**config.mk**
```make
export PLATFORM = sky130hd
export DESIGN_NAME = alu_operand_stage
export DESIGN_NICKNAME = d
export VERILOG_FILES = /design/src/rtl/alu_pkg.sv /design/src/rtl/alu_operand_decode.sv /design/src/rtl/alu_operand_stage.sv
export SDC_FILE = /design/constraint.sdc
export NUM_CORES = 1
export LEC_CHECK = 0
export BUFFER_PORTS_ARGS = -buffer_cell sky130_fd_sc_hd__buf_2
export CORE_MARGIN = 1.5
export CORE_UTILIZATION = 52
export DETAILED_ROUTE_END_ITERATION = 16
export PLACE_DENSITY = 0.8
export SLEW_MARGIN = 0
export SYNTH_ARGS = -nofsm -noshare
export SYNTH_HDL_FRONTEND = slang
export SYNTH_SLANG_ARGS = --single-unit
export TNS_END_PERCENT = 30
```
**constraint.sdc**
```tcl
create_clock -name clock -period 2.9 [get_ports clock]
set_clock_uncertainty 0.2 [all_clocks]
set_input_delay 0 -clock clock [delete_from_list [all_inputs] [get_ports clock]]
set_output_delay 0 -clock clock [all_outputs]
set_load 0.005 [all_outputs]
```
**src/rtl/alu_pkg.sv**
```systemverilog
// Shared ALU control codes, opcode/funct constants and the operand record
// passed from the operand stage into the ALU.
package alu_pkg;

    localparam int XLEN = 32;

    typedef logic [3:0] alu_ctrl_t;

    localparam alu_ctrl_t ALU_AND     = 4'b0000;
    localparam alu_ctrl_t ALU_ADD     = 4'b0001;
    localparam alu_ctrl_t ALU_SUB     = 4'b0010;
    localparam alu_ctrl_t ALU_OR      = 4'b0011;
    localparam alu_ctrl_t ALU_SLL     = 4'b0101;
    localparam alu_ctrl_t ALU_SRL     = 4'b0110;
    localparam alu_ctrl_t ALU_SRA     = 4'b1000;
    localparam alu_ctrl_t ALU_SLT     = 4'b1001;
    localparam alu_ctrl_t ALU_ILLEGAL = 4'b1111;

    localparam logic [5:0] OP_RTYPE = 6'h00;
    localparam logic [5:0] OP_ADDI  = 6'h08;
    localparam logic [5:0] OP_ANDI  = 6'h0C;

    localparam logic [5:0] FN_SLL = 6'h00;
    localparam logic [5:0] FN_SRL = 6'h02;
    localparam logic [5:0] FN_SRA = 6'h03;
    localparam logic [5:0] FN_ADD = 6'h20;
    localparam logic [5:0] FN_SUB = 6'h22;
    localparam logic [5:0] FN_AND = 6'h24;
    localparam logic [5:0] FN_OR  = 6'h25;
    localparam logic [5:0] FN_SLT = 6'h2A;

    typedef struct packed {
        logic [XLEN-1:0] a;
        logic [XLEN-1:0] b;
        alu_ctrl_t       ctrl;
        logic            illegal;
    } alu_op_t;

    // Occupancy of the two-entry output buffer (main register + skid register).
    typedef enum logic [1:0] {
        BUF_EMPTY,
        BUF_ONE,
        BUF_TWO
    } buf_state_t;

    function automatic logic [XLEN-1:0] sign_ext16(input logic [15:0] value);
        return {{(XLEN-16){value[15]}}, value};
    endfunction

    function automatic logic [XLEN-1:0] zero_ext16(input logic [15:0] value);
        return {{(XLEN-16){1'b0}}, value};
    endfunction

    function automatic alu_op_t make_op(input logic [XLEN-1:0] a,
                                        input logic [XLEN-1:0] b,
                                        input alu_ctrl_t       ctrl);
        alu_op_t op;
        op.a       = a;
        op.b       = b;
        op.ctrl    = ctrl;
        op.illegal = 1'b0;
        return op;
    endfunction

endpackage

```
**src/rtl/alu_operand_decode.sv**
```systemverilog
// Combinational decode of instruction fields and register data into the
// ALU operand record {A, B, ctrl, illegal}.
module alu_operand_decode
    import alu_pkg::*;
#(
    parameter logic [3:0] ILLEGAL_CTRL = ALU_ILLEGAL
) (
    input  logic [5:0]      opcode,
    input  logic [5:0]      funct,
    input  logic [4:0]      shamt,
    input  logic [15:0]     imm16,
    input  logic [XLEN-1:0] rs_data,
    input  logic [XLEN-1:0] rt_data,
    output alu_op_t         op
);

    alu_op_t         illegal_op;
    logic [XLEN-1:0] shamt_ext;

    assign illegal_op = '{a: '0, b: '0, ctrl: ILLEGAL_CTRL, illegal: 1'b1};
    assign shamt_ext  = {{(XLEN-5){1'b0}}, shamt};

    always_comb begin
        // NOTE: op gets a default before the case so no path leaves it unassigned (no latch).
        op = illegal_op;
        case (opcode)
            OP_RTYPE: begin
                case (funct)
                    FN_AND:  op = make_op(rs_data, rt_data, ALU_AND);
                    FN_ADD:  op = make_op(rs_data, rt_data, ALU_ADD);
                    FN_SUB:  op = make_op(rs_data, rt_data, ALU_SUB);
                    FN_OR:   op = make_op(rs_data, rt_data, ALU_OR);
                    FN_SLT:  op = make_op(rs_data, rt_data, ALU_SLT);
                    // Shifts take the amount on A and the value on B.
                    FN_SLL:  op = make_op(shamt_ext, rt_data, ALU_SLL);
                    FN_SRL:  op = make_op(shamt_ext, rt_data, ALU_SRL);
                    FN_SRA:  op = make_op(shamt_ext, rt_data, ALU_SRA);
                    default: op = illegal_op;
                endcase
            end
            OP_ADDI: op = make_op(rs_data, sign_ext16(imm16), ALU_ADD);
            OP_ANDI: op = make_op(rs_data, zero_ext16(imm16), ALU_AND);
            default: op = illegal_op;
        endcase
    end

endmodule

```
**src/rtl/alu_operand_stage.sv**
```systemverilog
// Registered operand-select / ALU-control stage with a two-entry skid buffer;
// in_ready depends only on buffer state and reset, never on out_ready.
module alu_operand_stage
    import alu_pkg::*;
#(
    parameter int         WIDTH        = 32,
    parameter logic [3:0] ILLEGAL_CTRL = 4'b1111
) (
    input  logic             clock,
    input  logic             reset,
    input  logic             flush,
    input  logic             in_valid,
    output logic             in_ready,
    input  logic [5:0]       opcode,
    input  logic [5:0]       funct,
    input  logic [4:0]       shamt,
    input  logic [15:0]      imm16,
    input  logic [WIDTH-1:0] rs_data,
    input  logic [WIDTH-1:0] rt_data,
    output logic             out_valid,
    input  logic             out_ready,
    output logic [WIDTH-1:0] MuxOutA,
    output logic [WIDTH-1:0] MuxOutB,
    output logic [3:0]       ALUCtrlOut,
    output logic             out_illegal
);

    buf_state_t state_q, state_d;
    alu_op_t    dec_op, main_q, skid_q;
    logic       accept, transfer;
    logic       load_main_in, load_main_skid, load_skid;

    alu_operand_decode #(
        .ILLEGAL_CTRL(ILLEGAL_CTRL)
    ) u_decode (
        .opcode (opcode),
        .funct  (funct),
        .shamt  (shamt),
        .imm16  (imm16),
        .rs_data(rs_data),
        .rt_data(rt_data),
        .op     (dec_op)
    );

    assign in_ready  = (state_q != BUF_TWO) && !reset;
    assign out_valid = (state_q != BUF_EMPTY);
    assign accept    = in_valid && in_ready;
    assign transfer  = out_valid && out_ready;

    // State register; flush wins over any accept or transfer this cycle.
    always_ff @(posedge clock) begin
        // NOTE: sequential state uses <= so every register samples pre-edge values.
        if (reset || flush) begin
            state_q <= BUF_EMPTY;
        end else begin
            state_q <= state_d;
        end
    end

    always_comb begin
        state_d = state_q;
        case (state_q)
            BUF_EMPTY: if (accept) state_d = BUF_ONE;
            BUF_ONE: begin
                if (accept && !transfer) begin
                    state_d = BUF_TWO;
                end else if (!accept && transfer) begin
                    state_d = BUF_EMPTY;
                end
            end
            BUF_TWO: if (transfer) state_d = BUF_ONE;
            default: state_d = BUF_EMPTY;
        endcase
    end

    always_comb begin
        load_main_in   = 1'b0;
        load_main_skid = 1'b0;
        load_skid      = 1'b0;
        case (state_q)
            BUF_EMPTY: load_main_in = accept;
            BUF_ONE: begin
                load_main_in = accept && out_ready;
                load_skid    = accept && !out_ready;
            end
            BUF_TWO: load_main_skid = out_ready;
            default: ;
        endcase
    end

    always_ff @(posedge clock) begin
        // NOTE: the data registers are reset because their contents are visible on the outputs.
        if (reset) begin
            main_q <= '0;
            skid_q <= '0;
        end else if (!flush) begin
            if (load_main_in) begin
                main_q <= dec_op;
            end else if (load_main_skid) begin
                main_q <= skid_q;
            end
            if (load_skid) begin
                skid_q <= dec_op;
            end
        end
    end

    assign MuxOutA     = main_q.a;
    assign MuxOutB     = main_q.b;
    assign ALUCtrlOut  = main_q.ctrl;
    assign out_illegal = main_q.illegal;

    // A stalled output must not change until it is taken.
    a_hold_when_stalled: assert property (
        @(posedge clock) disable iff (reset)
        out_valid && !out_ready && !flush |=>
            out_valid && $stable({MuxOutA, MuxOutB, ALUCtrlOut, out_illegal})
    );

    a_no_ready_when_full: assert property (
        @(posedge clock) disable iff (reset)
        (state_q == BUF_TWO) |-> !in_ready
    );

endmodule

```
==> run metrics, run 1 <==
Final Cycle Share=between 90% and 100%; most frequent cells in the layout=171 x buf_2, 139 x dfxtp_1, 110 x dlygate4sd3_1; PwrDens=~560 nW/um2; RSZ-0062 raised after global routing=no; # rows=38; die span in x=110 um; Async S/R FF share, synth=0%; placed cells=931; worst hold path class=in2reg; ant diodes=0; FF-to-FF Start=state_q[0]$_SDFFE_PP0P_; Pins Over Slew Limit=0; Synth cell types=54; CP Class=in2reg; Post-layout nets=1026; Max-cap violations=0; ys flop type=dfxtp_1; relative slew slack=between 20% and 30%; core area=11000 um2; P&R area growth vs syn=46.7%; final instance area=approximately 8700 um2; largest net degree at the start of global routing=104; Critical Path AT=2.95 ns; CP startpoint kind=primary input; Final Hold Vio Count=0; clk slew on worst S/H paths=~0.060 ns; Clock Tree Root=clkbuf_16; Post-route DRC=0; CTS tree=built; Syn Std Cell Area=5960 um2; post-route ant nets=0; Max clock buf depth=2; drt initial violations=697; GR Util All Layers=34.2%; grt total ovfl=0; FMAX=roughly 350 MHz; drt via density=6.25; die area=12100 um2; share of cells above drive strength 1=26.1%; synth warn=0; Req. time, crit path=3.00 ns; crit path from=opcode[5]; mux cell area share after synthesis=0.336%; H-tree levels=4; number of synthesized flops with an enable pin=0; routed len/inst=19.3 um; routed via count=6725; number of I/O pins=173; syn_nets=773; most common cell after layout, fill and taps aside=buf_2; status=complete, no violations; Worst Path Max Fanout=7; first-pass GRT wire length=32100 um; antenna violations before repair=0; Area after DPL=6890 um2; Max VDD drop=560 uV; register bit count reported by yosys=140; starting density of the core=54.0%; sequential element share of the synthesized area=47.0%; # setup viols final=0; post-route insts no fill=1076; CTS Buf Count=17; Compound-Gate Fraction of Synth Area=32.3%; chip height=110 um; cell count after synthesis=670; vias in the first global route=6573; main combinational cell family by area after synthesis=compound AO/OA/AOI/OAI gates; xor-xnor portion of the synthesized cell area=0%; CP endpoint kind=flop; Worst Max-Slew Pin Slew=1.17 ns; Fin Setup TNS=0 ns; I/O Buffers=172; Syn Area/Cell=8.90 um2; Synth Area in Adders=0.210%; RePlAce Congestion=roughly 0.9; later-pin clock latency in the skew report=0.42 ns; Hold Crit Start=reset; crit path time final=2.85 ns; CTS sink cnt=140; Pleak=roughly 3.4 nW; Final HPWL DP=11100 um; Synth Area in Simple Gates=15.1%; DR pass1 iterations=6; final WL=20800 um
-- cells by family after synthesis --
logic type               Yosys count
AO/OA/AOI/OAI                    253
AND/OR/NAND/NOR                  203
flip-flops                       140
buffers and inverters             71
multiplexers                       2
adder cells (fa/ha/maj)            1
-- routing by layer --
layer	vias up	share of wire, %	GRT usage [%]
met5	-	0	0
met4	0	3.9	18.3
met3	85	8.0	8.70
met2	416	50	56.8
met1	3157	38	40.5
li1	3067	-	-
-- sequential cells by signal (all words and copies together), names as in the netlist --
| signal | flops |
|---|---|
| state_q | 2 |
| skid_q | 69 |
| MuxOutB | 32 |
| out_illegal | 1 |
| MuxOutA | 32 |
| ALUCtrlOut | 4 |
-- cell usage after synthesis, drive strengths merged (2+ instances only) --
master	instances	area [um2]
dfxtp	140	2800
nor2	85	324
nand2	83	312
a211oi	51	383
o21ai	51	255
clkbuf	48	180
a221oi	32	280
a32o	27	270
a32oi	27	236
buf	21	115
a22oi	20	150
a31oi	16	100
a21oi	8	43.8
nor3	7	40.0
a2111oi	6	77.6
nand2b	5	38.8
nand3b	5	37.5
o21a	4	30.0
or3	3	18.8
inv	2	7.51
mux2i	2	20.0
nor2b	2	12.5
nor3b	2	15.0
nor4	2	18.8
o32ai	2	17.5
or4	2	18.8
-- per-stage QoR --
step / utilization, % / setup slack, ns / hold slack, ns / power (mW)
global placement: 62.5 / 0.280 / 0.0506 / 2.37
detailed placement: 62.5 / 0.178 / 0.0581 / 2.38
finish: 79.3 / 0.0468 / 0.00662 / 4.91
CTS: 78.5 / 0.0109 / 0.000620 / 4.88
global route: 79.3 / 0.00150 / 0.0601 / 5.03
floorplan: - / 0.801 / -0.0471 / 2.20
-- critical path, cell delays in order --
cell and delay (ns):
dlygate4sd3_1 0.56, buf_2 0.16, or4_4 0.63, a2111oi_4 0.45, a22oi_1 0.13, dlygate4sd3_1 0.64, a2111oi_1 0.38
-- final timing paths --
check | endpoint | slack, ns | cells past startpoint
max | MuxOutA[2]$_SDFFE_PP0P_ | 0.05 | 7
min | state_q[0]$_SDFFE_PP0P_ | 0.007 | 6
max reg2reg | MuxOutB[13]$_SDFFE_PP0P_ | 0.20 | 7
min reg2reg | skid_q[17]$_SDFFE_PP0P_ | 0.25 | 2
-- where the power goes --
group	switching (mW)	internal [mW]	leakage, nW	total, mW
Sequential	0.0219	1.96	1.13	1.98
Combinational	0.256	0.234	1.91	0.490
Clock	0.858	1.58	0.316	2.43
Total	1.14	3.77	3.36	4.91
-- area by class of cell --
class | instances | area (um2)
Clock inverter | 13 | 213
Inverter | 2 | 7.51
Sequential cell | 140 | 2800
Fill cell | 705 | 2290
Multi-Input combinational cell | 459 | 2930
Tap cell | 140 | 175
Clock buffer | 19 | 453
Timing Repair Buffer | 303 | 2160
-- what timing repair did --
item / in CTS / in global routing
resized for setup: 0 / 11
setup endpoints to repair: 0 / 31
buffers inserted: 0 / 2
hold buffers: 110 / 0
hold endpoints to repair: 138 / 0
No activity file was read; power rests on OpenSTA's default activity.
==> run 2, diff against run 1 <==
HOLD_SLACK_MARGIN = 0.1   (was not set)
==> run 2 against run 1 <==
Compared with the run above:
- the run now ends with negative setup slack left
- maximum frequency fell by 4.0%
- non-clock buffer count increased by 37
- critical path depth fell by 2
- worst hold slack improved by 0.13 ns
- critical endpoint is now MuxOutA[21]$_SDFFE_PP0P_
==> run metrics, run 2 (synthesis gave the netlist of run 1 again) <==
status=finished with violations; failing checks=negative setup slack; Clk pwr share=between 40% and 50%; Int Pwr=3.78 mW; register share of total power=between 40 and 50%; grt total ovfl=0; slowest cell on the critical path=nor2_2; later-pin clock latency in the skew report=0.42 ns; number of I/O pins=173; Final HPWL DP=11100 um; Req. time, crit path=about 3.0 ns; core area=11000 um2; vias in the first global route=6947; Largest register FFs=69; Max VDD drop=597 uV; starting density of the core=54.0%; # setup viols final=5; DR pass1 iterations=8; Post-route DRC=0; post-route ant nets=0; antenna violations before repair=1; Max-cap violations=0; CTS tree=built; Clock Tree Root=clkbuf_16; CP Class=reg2reg; max incr delay on CP=1.00 ns; combinational share of power=10.3%; Max clock buf depth=2; Pins Over Slew Limit=0; Post-layout nets=about 1100; crit path time final=2.97 ns; RePlAce Congestion=0.883; share of cells above drive strength 1=24.8%; most common cell after layout, fill and taps aside=buf_2; PwrDens=around 540 nW/um2; CTS Buf Count=17; H-tree levels=4; P&R area growth vs syn=52.7%; CTS sink cnt=between 100 and 150; Psw=1.16 mW; Final Cycle Share=102%; Critical Path AT=slightly above 3 ns; fillcell total=637; most frequent cells in the layout=171 x buf_2, 148 x dlygate4sd3_1, 139 x dfxtp_1; routed via count=7105; I/O Buffers=between 150 and 200; largest net degree at the start of global routing=104; chip height=around 110 um; final WL=22400 um; # rows=38; CP Cell Sequence=nor2b_1 > or3_1 > nor2_2 > a32oi_1 > a211oi_1; CP startpoint kind=flop; drt initial violations=around 660; worst hold path class=in2reg; CP endpoint kind=flop; flop2flop setup slack=-0.07 ns; RSZ-0062 raised after global routing=yes; die span in x=110 um; worst setup margin=-0.0724 ns; clk slew on worst S/H paths=approximately 0.060 ns; largest register by flop count=skid_q; first-pass GRT wire length=approximately 34000 um; Pleak=between 3 and 4 nW; sw frac=23.4%; FMAX=around 340 MHz; Core Util, Final=between 80 and 90%; GR Util All Layers=a little over a third; die area=about 12000 um2; Worst Path Max Fanout=27; Tot Pwr=a little under 5 mW; Worst Max-Slew Pin Slew=1.27 ns; routed len/inst=approximately 20 um; relative slew slack=15.6%; drt via density=6.37; Final Hold Vio Count=0
## run 2: cell count changes in the layout (fill, tap and decap cells not counted), sizes merged
cell	previous run	this run
dlygate4sd3	110	148
diode	0	2
buf	192	191
## run 2: cell type report
type	count	area [um2]	area share, %
well taps	140	175	1.92
inverters	2	7.51	0.0825
flip-flops and latches	140	2800	30.8
diodes	2	5.00	0.0550
multi-input cells	459	2900	31.9
clock inverters	13	213	2.34
repair buffers	340	2540	28.0
clock buffers	19	453	4.97
## run 2: worst max-delay path, delay by kind of cell, from the launching register on
kind             cells  cell delay (ns)
AND/OR/NAND/NOR      3             1.60
AO/OA/AOI/OAI        2             0.67
flip-flops           1             0.36
## run 2: layer usage
| layer | routed length [um] | global-route usage, % | vias up |
|---|---|---|---|
| met5 | 0 | 0 | - |
| met4 | 1220 | 23.1 | 0 |
| met3 | 1930 | 9.52 | 130 |
| met2 | 11000 | 62.1 | 488 |
| met1 | 8280 | 40.9 | 3353 |
| li1 | - | - | 3134 |
## run 2: power by group through the flow
stage                     registers [mW]  clock network [mW]  logic (mW)
after CTS                           1.98                2.44       0.476
after detailed placement            2.02                   0       0.357
final                               1.98                2.45       0.507
after global routing                1.99                2.53       0.539
after global placement              2.02                   0       0.347
after floorplan                     2.02                   0       0.178
## run 2: timing repair
item	4_1_cts	5_1_grt
hold endpoints to repair	138	0
setup buffers	0	1
resized for setup	0	9
endpoints found under the setup margin	0	46
hold buffers	148	0
## run 2: final timing paths
kind,startpoint,end,depth (start not counted)
worst max-delay path,state_q[0]$_SDFFE_PP0P_,MuxOutA[21]$_SDFFE_PP0P_,5
worst min-delay path,funct[1],skid_q[4]$_SDFFE_PP0P_,5
worst min register to register,skid_q[18]$_SDFFE_PP0P_,skid_q[18]$_SDFFE_PP0P_,2
worst max register to register,state_q[0]$_SDFFE_PP0P_,MuxOutA[21]$_SDFFE_PP0P_,5
## run 2: stage by stage
stage,hold slack (ns),setup slack (ns),setup TNS (ns),instances,cell area (um2)
6_report,0.134,-0.0724,-0.128,1115,9100
5_1_grt,0.132,-0.0956,-0.928,1114,9100
4_1_cts,0.102,0.0109,0,1111,9040
3_5_place_dp,0.0581,0.178,0,931,6890
3_3_place_gp,0.0506,0.280,0,931,6890
2_1_floorplan,-0.0471,0.801,0,670,5960
